--- src/rtl/maxnet_vector_writer.sv ---
// Write-side front end for the MaxNet engine: packs serial activation words into 4-word vectors
// held in a DEPTH-slot queue. Optional feature: MAXNET_CLAMP_NEG_EN (clamp negative words to 0, adds neg_seen).
module maxnet_vector_writer #(
  parameter int WIDTH = 32,
  parameter int NUM_X = 4,
  parameter int DEPTH = 2
) (
  input  logic                     clk,
  input  logic                     rst,
  input  logic                     flush,
  input  logic [WIDTH-1:0]         in_data,
  input  logic                     in_valid,
  output logic                     in_ready,
  output logic [WIDTH-1:0]         x0,
  output logic [WIDTH-1:0]         x1,
  output logic [WIDTH-1:0]         x2,
  output logic [WIDTH-1:0]         x3,
  output logic                     vec_valid,
  input  logic                     vec_ack,
`ifdef MAXNET_CLAMP_NEG_EN
  output logic                     neg_seen,
`endif
  output logic [$clog2(DEPTH):0]   occupancy,
  output logic [1:0]               word_idx
);

  localparam int PTR_W = $clog2(DEPTH);
  localparam int OCC_W = PTR_W + 1;

  // Handshake: a word moves on a rising edge where in_valid && in_ready; in_ready depends on
  // registered state only, and a vector is popped on a rising edge where vec_ack && vec_valid.

  typedef enum logic [1:0] {
    W0 = 2'd0,
    W1 = 2'd1,
    W2 = 2'd2,
    W3 = 2'd3
  } fill_state_t;

  fill_state_t state, state_nxt;

  logic [WIDTH-1:0] mem [DEPTH][NUM_X];
  logic [WIDTH-1:0] x_q [NUM_X];
  logic [WIDTH-1:0] x_nxt [NUM_X];
  logic [PTR_W-1:0] wr_ptr, rd_ptr, wr_ptr_nxt, rd_ptr_nxt;
  logic [OCC_W-1:0] occ_nxt;
  logic [WIDTH-1:0] wdata;
  logic             ready_en;
  logic             accept, store_word, complete, pop;

  assign in_ready   = ready_en && (occupancy < OCC_W'(DEPTH));
  assign vec_valid  = (occupancy != '0);
  assign accept     = in_valid && in_ready;
  assign store_word = accept && !flush;
  assign complete   = store_word && (state == W3);
  assign pop        = vec_ack && vec_valid;
  assign word_idx   = state;

`ifdef MAXNET_CLAMP_NEG_EN
  assign wdata = in_data[WIDTH-1] ? '0 : in_data;
`else
  assign wdata = in_data;
`endif

  // Filling-slot sequencer; word_idx is this state.
  always_comb begin
    state_nxt = state;
    if (flush) begin
      state_nxt = W0;
    end else if (accept) begin
      case (state)
        W0:      state_nxt = W1;
        W1:      state_nxt = W2;
        W2:      state_nxt = W3;
        default: state_nxt = W0;
      endcase
    end
  end

  always_comb begin
    wr_ptr_nxt = complete ? wr_ptr + PTR_W'(1) : wr_ptr;
    rd_ptr_nxt = pop ? rd_ptr + PTR_W'(1) : rd_ptr;
    occ_nxt    = occupancy;
    case ({complete, pop})
      2'b10:   occ_nxt = occupancy + OCC_W'(1);
      2'b01:   occ_nxt = occupancy - OCC_W'(1);
      default: occ_nxt = occupancy;
    endcase
  end

  // The vector completing this edge has its last word still on in_data, so forward it.
  always_comb begin
    for (int i = 0; i < NUM_X; i++) begin
      x_nxt[i] = x_q[i];
      if (occ_nxt != '0) begin
        if (complete && (wr_ptr == rd_ptr_nxt) && (i == NUM_X - 1))
          x_nxt[i] = wdata;
        else
          x_nxt[i] = mem[rd_ptr_nxt][i];
      end
    end
  end

  always_ff @(posedge clk or negedge rst) begin
    if (!rst) begin
      state     <= W0;
      wr_ptr    <= '0;
      rd_ptr    <= '0;
      occupancy <= '0;
      ready_en  <= 1'b0;
    end else begin
      state     <= state_nxt;
      wr_ptr    <= wr_ptr_nxt;
      rd_ptr    <= rd_ptr_nxt;
      occupancy <= occ_nxt;
      ready_en  <= 1'b1;
    end
  end

  always_ff @(posedge clk or negedge rst) begin
    if (!rst) begin
      for (int s = 0; s < DEPTH; s++)
        for (int i = 0; i < NUM_X; i++)
          mem[s][i] <= '0;
      for (int i = 0; i < NUM_X; i++)
        x_q[i] <= '0;
    end else begin
      if (store_word)
        mem[wr_ptr][state] <= wdata;
      for (int i = 0; i < NUM_X; i++)
        x_q[i] <= x_nxt[i];
    end
  end

`ifdef MAXNET_CLAMP_NEG_EN
  always_ff @(posedge clk or negedge rst) begin
    if (!rst)
      neg_seen <= 1'b0;
    else if (accept && in_data[WIDTH-1])
      neg_seen <= 1'b1;
  end
`endif

  assign x0 = x_q[0];
  assign x1 = x_q[1];
  assign x2 = x_q[2];
  assign x3 = x_q[3];

endmodule
--- config.mk ---
export PLATFORM = sky130hd
export DESIGN_NAME = maxnet_vector_writer
export DESIGN_NICKNAME = d
export VERILOG_FILES = /design/src/rtl/maxnet_vector_writer.sv
export SDC_FILE = /design/constraint.sdc
export NUM_CORES = 1
export LEC_CHECK = 0
export ABC_AREA = 1
export ABC_CLOCK_PERIOD_IN_PS = 6200
export BUFFER_PORTS_ARGS = -buffer_cell sky130_fd_sc_hd__buf_2
export CORE_ASPECT_RATIO = 0.75
export CORE_MARGIN = 1.5
export CORE_UTILIZATION = 66
export CTS_BUF_LIST = sky130_fd_sc_hd__clkbuf_2
export CTS_CLUSTER_DIAMETER = 40
export DETAILED_ROUTE_END_ITERATION = 7
export HOLD_SLACK_MARGIN = 0.03
export PLACE_DENSITY_LB_ADDON = 0.15
export SLEW_MARGIN = 20
export SYNTH_ARGS = -nofsm -noshare
export SYNTH_HDL_FRONTEND = slang
export SYNTH_SLANG_ARGS = --single-unit
--- constraint.sdc ---
create_clock -name clk -period 6.2 [get_ports clk]
set_clock_uncertainty 0.1 [all_clocks]
set_input_delay 0.62 -clock clk [delete_from_list [all_inputs] [get_ports clk]]
set_output_delay 0.62 -clock clk [all_outputs]
set_load 0.01 [all_outputs]
# Word-level counts from Yosys, hierarchy flattened
# Cells that the tools add are included.
dict set report classes {
  n_addsub 4
  magnitude_cmp 6
  eq_ne 6
  muxes 14
  bitwise_logic 3
  reduce_logical 13
}
# op count
set op_table {}
lappend op_table {{$mux W128} 4}
lappend op_table {{$bwmux W256} 1}
lappend op_table {{$demux W128 S1} 1}
lappend op_table {{$demux W32 S2} 1}
lappend op_table {{$mux W32} 2}
lappend op_table {{$logic_and A1 B1 Y1} 8}
lappend op_table {{$eq A2 B2 Y1 const B} 3}
lappend op_table {{$pmux W2 S3} 1}
lappend op_table {{$reduce_bool A2 Y1} 3}
lappend op_table {{$eq A2 B1 Y1 const B} 2}
lappend op_table {{$ge A2 B2 Y1 const B} 2}
lappend op_table {{$mux W2} 2}
lappend op_table {{$not A1 Y2} 2}
lappend op_table {{$pmux W2 S2} 1}
lappend op_table {{$ge A3 B3 Y1 const B} 1}
lappend op_table {{$lt A3 B1 Y1 const B} 1}
lappend op_table {{$not A2 Y3} 1}
lappend op_table {{$add A1 B1 Y1 const B} 2}
lappend op_table {{$add A2 B1 Y2 const B} 1}
lappend op_table {{$logic_not A2 Y1} 1}
lappend op_table {{$lt A2 B1 Y1 const B} 1}
lappend op_table {{$lt A2 B2 Y1 const B} 1}
lappend op_table {{$sub A2 B1 Y2 const B} 1}
lappend op_table {{$eq A1 B1 Y1} 1}
lappend op_table {{other kinds (2)} 2}
dict set report totals {
  regBits 391
  input_bits 37
  out_inout_bits 134
  wordCells 63
}

# Logic depth before layout (Yosys ltp)
# Gate-level depths: netlist of the first run.
dict set report depth {
  ltp_word 8
  depth_mapped 17
}

# Worst setup path after synthesis of the first run
# Ideal clock, no wire load.
dict set report synth_path {
  path_type {input -> register}
  from {input flush}
  to {register x_q (netlist bit x3[27])}
  arrival_time_ps 2388
  required_ps 5983
  slack_ps 3594
  stages 15
  cell_sequence {inv_1 > nand3_4 > nor2_8 > buf_2 > inv_1 > ha_1 > or2_1 > nand4_1 > nand2_2 > nor2_4 > inv_2 > buf_4 > buf_4 > nand3_1 > nand2_1}
}
dict set report synth_between {
  elab_chain_cells 6
}
# element line_no
set synth_lines {}
lappend synth_lines {{from (decl)} 10} ;# input logic flush,
lappend synth_lines {{$logic_not A1 Y1 (*)} 54} ;# assign store_word = accept && !flush;
lappend synth_lines {{$logic_and A1 B1 Y1 (*)} 54}
lappend synth_lines {{$logic_and A1 B1 Y1 (*)} 55} ;# assign complete = store_word && (state == W3);
lappend synth_lines {{$eq A2 B1 Y1 or $eq A2 B2 Y1 (tied branches)} 84} ;# case ({complete, pop})
lappend synth_lines {{$pmux W2 S2 (*)} 84}
lappend synth_lines {{named net occ_nxt[1]} 46} ;# logic [OCC_W-1:0] occ_nxt;
lappend synth_lines {{$reduce_bool A2 Y1 (*)} 95} ;# if (occ_nxt != '0) begin
lappend synth_lines {{to (signal, indexed assignment)} 131} ;# x_q[i] <= x_nxt[i];
lappend synth_lines {{to (decl)} 43} ;# logic [WIDTH-1:0] x_q [NUM_X];
# Mark *: on every way through the listed nets, which the timed path passes. The rest lies on a longest branch.
# A chain may end at the register's enable or synchronous reset.

# Worst setup path after layout of the first run
dict set report layout_path {
  from {register occupancy[1]}
  to {register x_q (netlist bit x0[28])}
}
dict set report layout_between {
  elab_chain_cells 8
}
# element line_no
set layout_lines {}
lappend layout_lines {{from (decl)} 23} ;# output logic [$clog2(DEPTH):0] occupancy,
lappend layout_lines {{from (signal assigned)} 115} ;# occupancy <= occ_nxt;
lappend layout_lines {{$lt A2 B2 Y1} 51} ;# assign in_ready = ready_en && (occupancy < OCC_W'(DEPTH));
lappend layout_lines {{$logic_and A1 B1 Y1} 51}
lappend layout_lines {{$logic_and A1 B1 Y1} 53} ;# assign accept = in_valid && in_ready;
lappend layout_lines {{$logic_and A1 B1 Y1} 54}
lappend layout_lines {{$logic_and A1 B1 Y1} 55}
lappend layout_lines {{$eq A2 B1 Y1 or $eq A2 B2 Y1 (tied branches)} 84}
lappend layout_lines {{$pmux W2 S2 (*)} 84}
lappend layout_lines {{named net occ_nxt[1]} 46}
lappend layout_lines {{$reduce_bool A2 Y1 (*)} 95}
# Mark *: on every way through the listed nets, which the timed path passes. The rest lies on a longest branch. The select of a mux whose other input is x is not followed.

==> results of run 1 <==
==> per-stage QoR <==
step	setup slack [ns]	instance area, sq um	total power, mW	std cells	hold slack, ns
after global routing	1.67	18500	8.54	2589	0.0320
final	1.87	18500	7.96	2589	0.0840
after floorplan	3.59	16800	5.51	2008	0.224
after detailed placement	1.87	17500	6.35	2410	0.360
after global placement	1.98	17500	6.26	2410	0.357
after CTS	2.00	18500	7.97	2586	0.0307
==> metal layers <==
metal	global-route usage	wire [um]
met2	0.475	18100
met5	0	0
met1	0.476	18500
met4	0.0947	663
met3	0.0665	3340
==> kinds of logic after synthesis <==
| kind of cell | Yosys count |
|---|---|
| other | 1 |
| AO/OA/AOI/OAI | 260 |
| XOR/XNOR | 1 |
| flip-flops | 391 |
| AND/OR/NAND/NOR | 1124 |
| adder cells (fa/ha/maj) | 5 |
| buffers and inverters | 226 |
==> state kept, by name (all words and copies together), names as in the netlist <==
name,count
mem,256
x0,32
x1,32
x2,32
x3,32
occupancy,2
word_idx,2
rd_ptr,1
ready_en,1
wr_ptr,1
==> power groups by stage <==
stage	clock, mW	combinational, mW	sequential [mW]
after floorplan	0	1.92	3.60
after global placement	0	2.74	3.51
after detailed placement	0	2.83	3.52
after CTS	1.65	2.85	3.48
after global routing	1.78	3.21	3.55
final	1.62	2.85	3.49
==> worst min-delay path, stage by stage <==
cell and delay [ns]:
buf_2 0.07, inv_1 0.17, o21ai_0 0.21
==> cell usage after synthesis, drive strengths merged <==
master	count	area share
clkbuf	23	0.0051
nor2	3	0.0025
inv	111	0.025
nand4	1	0.00037
nand3	78	0.029
o21ai	260	0.083
or2	1	0.00037
conb	1	0.00022
nand2	1041	0.23
ha	5	0.0037
xor2	1	0.00052
dfrtp	391	0.58
buf	92	0.033
==> repair_timing <==
action | in CTS | in global routing
hold buffers | 18 | 2
endpoints found under the setup margin | 0 | 0
hold endpoints to repair | 146 | 2
==> path summary, 6_finish.rpt <==
kind,from,endpoint,slack (ns),cells past startpoint
worst max-delay path,occupancy[1]$_DFF_PN0_,x0[28]$_DFFE_PN0P_,1.87,12
worst min-delay path,in_data[18],mem[242]$_DFFE_PN0P_,0.08,3
worst max register to register,occupancy[1]$_DFF_PN0_,x0[28]$_DFFE_PN0P_,1.87,12
worst min register to register,x1[18]$_DFFE_PN0P_,x1[18]$_DFFE_PN0P_,0.38,2
max in group asynchronous,rst,mem[211]$_DFFE_PN0P_,4.28,3
min in group asynchronous,rst,mem[192]$_DFFE_PN0P_,0.22,2
==> cell type report <==
type                            count  area share
Timing Repair Buffer              199      0.0616
Antenna cell                        1    0.000135
Multi-Input combinational cell   1391       0.321
Clock buffer                      137      0.0370
Sequential cell                   391       0.528
Inverter                          111      0.0229
Tap cell                          338      0.0228
Clock inverter                     21     0.00588
==> impl_metrics.py, run 1 <==
metrics = {
    "yosys": {
        "ys_seq_elements": 391,
        "synth_top_family_by_area": "simple AND/OR/NAND/NOR gates",
        "synthSimpleGateAreaFrac": 0.266,
        "synth.mux.area_fraction": 0,
        "yosysSeqAreaShare": 0.583,
        "synthXorXnorAreaFrac": 0.000522,
        "syn_nets": 2050,
        "syn_area_sq_um": 16800,
        "synth_compound_area_frac": 0.0827,
        "ys_warn_count": 0,
        "synth_fa_ha_area_frac": 0.00373,
        "syn_area_per_cell_sq_um": 8.36,
        "synth_cell_types": 25,
        "synth_cells": 2008,
    },
    "critical_path": {
        "start_kind": "register",
        "worst-path-max-fanout": 92,
        "crit_chain": "nor2_4, nand3_4, nor2_8, inv_1, ha_1, or2_1, nand4_1, nand2_2, nor2_4, buf_4, nand2_1, nand2_1",
        "endpoint_kind": "register",
        "critPathTopFamily": "simple AND/OR/NAND/NOR gates",
        "cp_slowest_cell": "buf_4",
        "critical_path_class": "register to register",
        "arrival_ns": 5.00,
        "cpPeakStageDelay_ns": 0.91,
        "required_ns": 6.87,
        "critPathBufInv": 2,
    },
    "cts": {
        "clockBufferDepth": 3,
        "insertion_delay_ns": 0.90,
        "h-tree-depth": 3,
        "cts_resized": 0,
        "postCtsSetupBuffers": 0,
        "cts_tree": "yes",
        "clk_pin_slew_ns": 0.12,
        "numClockSinks": 391,
        "cts_root_buf": "clkbuf_2",
        "cts_buffers": 90,
    },
    "layout": {
        "syn_to_final_growth_pct": 10.4,
        "final_util": 0.742,
        "fill_cells": 1927,
        "final_common_cell": "nand2_1",
        "final_nets": 2226,
        "final_cell_mix": "nand2_1, dfrtp_1, o21ai_0",
        "multiInputGateArea_sq_um": 5950,
        "ff_latch_area_sq_um": 9780,
        "drive_gt1_frac": 0.164,
    },
    "grt": {
        "antenna_found_initial": 2,
        "grt_pass1_vias": 13300,
        "track_usage": 0.319,
        "grt_first_pass_wirelength_mm": 67.2,
        "grt_start_max_net_pins": 151,
        "grt_overflow_total": 0,
    },
    "pwr": {
        "sequentialPowerShare": 0.438,
        "pwr-share-comb": 0.358,
        "power_density_nw_per_um2": 430,
        "p_int_mw": 4.61,
        "p_leak_nw": 10.4,
        "p_sw_frac": 0.421,
        "p_sw_mw": 3.35,
        "max-vdd-ir-drop_uv": 300,
        "clkPwrFrac": 0.204,
    },
    "flow_run": {
        "max_cap_viol_count": 0,
    },
    "routing": {
        "firstDrtPassIters": 7,
        "drt_iter0_markers": 1389,
        "viasPerCell": 5.35,
        "via_count": 13900,
        "wl_per_cell_um": 15.6,
        "drc": 0,
        "routed_wl_mm": 40.5,
        "antenna_left": 0,
    },
    "placed_design": {
        "port_buffers": 170,
        "place.gp.congestion": 0.795,
        "post-dp-hpwl_mm": 23.3,
    },
    "timing": {
        "fin_tns_setup_ns": 0,
        "worst_slew_pin_slew_ns": 1.09,
        "post-route-period-util": 0.699,
        "min_period_ns": 4.33,
        "maxSlewViolCount": 0,
        "rsz0062_at_grt": "false",
        "relSlewSlack": 0.275,
        "hold_viol": 0,
        "clock.fmax_ghz": 0.231,
        "finalSetupViolations": 0,
    },
    "min_path": {
        "holdCritPathClass": "input port to register",
    },
    "floorplanning": {
        "die_y_um": 141,
        "io_pins": 171,
        "coreArea_sq_um": 25000,
        "die_w_um": 187,
        "num_rows": 50,
        "die-area_sq_um": 26400,
        "initial_core_util": 0.672,
    },
    "run_status": {
        "outcome": "finished, final reports clean",
    },
}
No activity file was read; power rests on OpenSTA's default activity.
==> run 2: changes to the inputs <==
ABC_CLOCK_PERIOD_IN_PS = 4000   (was 6200)
CORE_UTILIZATION = 61   (was 66)
clock period = 4 ns   (was 6.2 ns; I/O delays follow)
==> impl_metrics.py, run 2 (synthesis results as in run 1) <==
metrics = {
    "run_status": {
        "outcome": "finished, final reports clean",
    },
    "timing": {
        "min_period_ns": 2.92,
        "finalSetupViolations": 0,
        "relSlewSlack": 0.310,
        "clock.fmax_ghz": 0.342,
        "fin_tns_setup_ns": 0,
        "worst_slew_pin_slew_ns": 1.03,
        "hold_viol": 0,
        "post-route-period-util": 0.730,
        "rsz0062_at_grt": "false",
        "setup_ws_ns": 1.08,
        "maxSlewViolCount": 0,
    },
    "pwr": {
        "power.total_mw": 12.3,
        "power_density_nw_per_um2": 655,
        "p_leak_nw": 10.5,
        "max-vdd-ir-drop_uv": 1070,
    },
    "cts": {
        "postCtsSetupBuffers": 0,
        "h-tree-depth": 3,
        "clk_pin_slew_ns": 0.10,
        "insertion_delay_ns": 0.91,
        "clockBufferDepth": 3,
        "cts_buffers": 92,
        "cts_resized": 0,
        "cts_root_buf": "clkbuf_2",
        "numClockSinks": 391,
        "cts_tree": "yes",
    },
    "critical_path": {
        "start_kind": "register",
        "crit_chain": "nor2_4, nand3_4, nor2_8, inv_1, ha_1, or2_1, nand3_1, nand2_1, nand2_2, nor2_4, inv_4, buf_4, nand3_1, nand2_1",
        "endpoint_kind": "register",
        "cpPeakStageDelay_ns": 0.47,
        "arrival_ns": 3.66,
        "crit_start": "occupancy[1]$_DFF_PN0_",
        "cp-endpoint": "x3[0]$_DFFE_PN0P_",
        "cp_slowest_cell": "dfrtp_1",
        "worstReg2RegStart": "occupancy[1]$_DFF_PN0_",
        "reg2reg_setup_slack_ns": 1.08,
        "worst-path-max-fanout": 59,
        "critical_path_class": "register to register",
        "worst-r2r-cell-count": 14,
        "r2r_end": "x3[0]$_DFFE_PN0P_",
        "required_ns": 4.74,
    },
    "layout": {
        "fill_cells": 2195,
        "largest_reg_flops": 256,
        "final_common_cell": "nand2_1",
        "final_nets": 2255,
        "final_cell_mix": "nand2_1, dfrtp_1, o21ai_0",
        "regMostFlops": "mem",
        "syn_to_final_growth_pct": 12.3,
        "drive_gt1_frac": 0.163,
    },
    "routing": {
        "firstDrtPassIters": 8,
        "viasPerCell": 5.23,
        "wl_per_cell_um": 15.7,
        "drc": 0,
        "routed_wl_mm": 41.3,
        "antenna_left": 0,
        "via_count": 13800,
        "drt_iter0_markers": 1257,
    },
    "grt": {
        "grt_start_max_net_pins": 129,
        "grt_pass1_vias": 13400,
        "grt_first_pass_wirelength_mm": 68.0,
        "grt_overflow_total": 0,
        "antenna_found_initial": 1,
        "track_usage": 0.299,
    },
    "floorplanning": {
        "die-area_sq_um": 28500,
        "num_rows": 52,
        "die_w_um": 195,
        "coreArea_sq_um": 27000,
        "die_y_um": 147,
        "initial_core_util": 0.622,
        "io_pins": 171,
    },
    "placed_design": {
        "preCtsSetupSlack_ns": 1.08,
        "port_buffers": 170,
        "place.gp.congestion": 0.823,
        "post-dp-hpwl_mm": 24.1,
    },
    "min_path": {
        "holdCritPathClass": "input port to asynchronous set/reset pin",
    },
    "flow_run": {
        "max_cap_viol_count": 0,
    },
}
[run 2: worst min-delay path by stage]
stage                                  start            endpoint  slack (ns)
after global routing                     rst  x2[26]$_DFFE_PN0P_        0.09
after floorplan                          rst  mem[0]$_DFFE_PN0P_       0.004
after CTS                                rst  x1[28]$_DFFE_PN0P_        0.08
after detailed placement  x2[24]$_DFFE_PN0P_  x2[24]$_DFFE_PN0P_        0.36
after global placement     x2[2]$_DFFE_PN0P_   x2[2]$_DFFE_PN0P_        0.36
final                                    rst  x2[28]$_DFFE_PN0P_        0.05
[run 2: area by class of cell]
| class | count | area [sq um] | area share |
|---|---|---|---|
| multi-input combinational | 1391 | 5950 | 0.316 |
| tap | 351 | 439 | 0.0233 |
| sequential | 391 | 9780 | 0.519 |
| inverter | 111 | 424 | 0.0225 |
| clock buffer | 135 | 676 | 0.0358 |
| clock inverter | 28 | 109 | 0.00578 |
| timing repair buffer | 226 | 1460 | 0.0777 |
| antenna | 1 | 2.50 | 0.000133 |
[run 2: critical path: cells and delay by family, from the launching register on]
kind                     cells  cell delay [ns]
buffers and inverters        3             0.91
adder cells (fa/ha/maj)      1             0.20
flip-flops                   1             0.47
AND/OR/NAND/NOR             10             1.13
[run 2: power breakdown]
part	switching, mW	internal (mW)
Sequential	0.539	4.87
Clock	1.55	0.896
Combinational	3.10	1.39
Total	5.18	7.16
[run 2: stage by stage]
stage | cell area (sq um) | hold WS, ns | util | instances
3_3_place_gp | 17700 | 0.357 | 0.655 | 2432
5_1_grt | 18800 | 0.0876 | 0.698 | 2634
2_1_floorplan | 16800 | 0.00441 | - | 2008
4_1_cts | 18800 | 0.0781 | 0.698 | 2633
3_5_place_dp | 17700 | 0.360 | 0.655 | 2432
6_report | 18800 | 0.0510 | 0.698 | 2634
[run 2: metal layers]
layer	vias up	track usage	wire length (um)
li1	6699	-	-
met1	6534	0.435	19200
met2	469	0.445	18000
met3	65	0.0785	3290
met4	0	0.0887	809
met5	-	0	0
[run 2: timing repair]
item,in CTS,in global routing
hold buffers,38,0
setup endpoints to repair,0,0
hold endpoints to repair,408,0
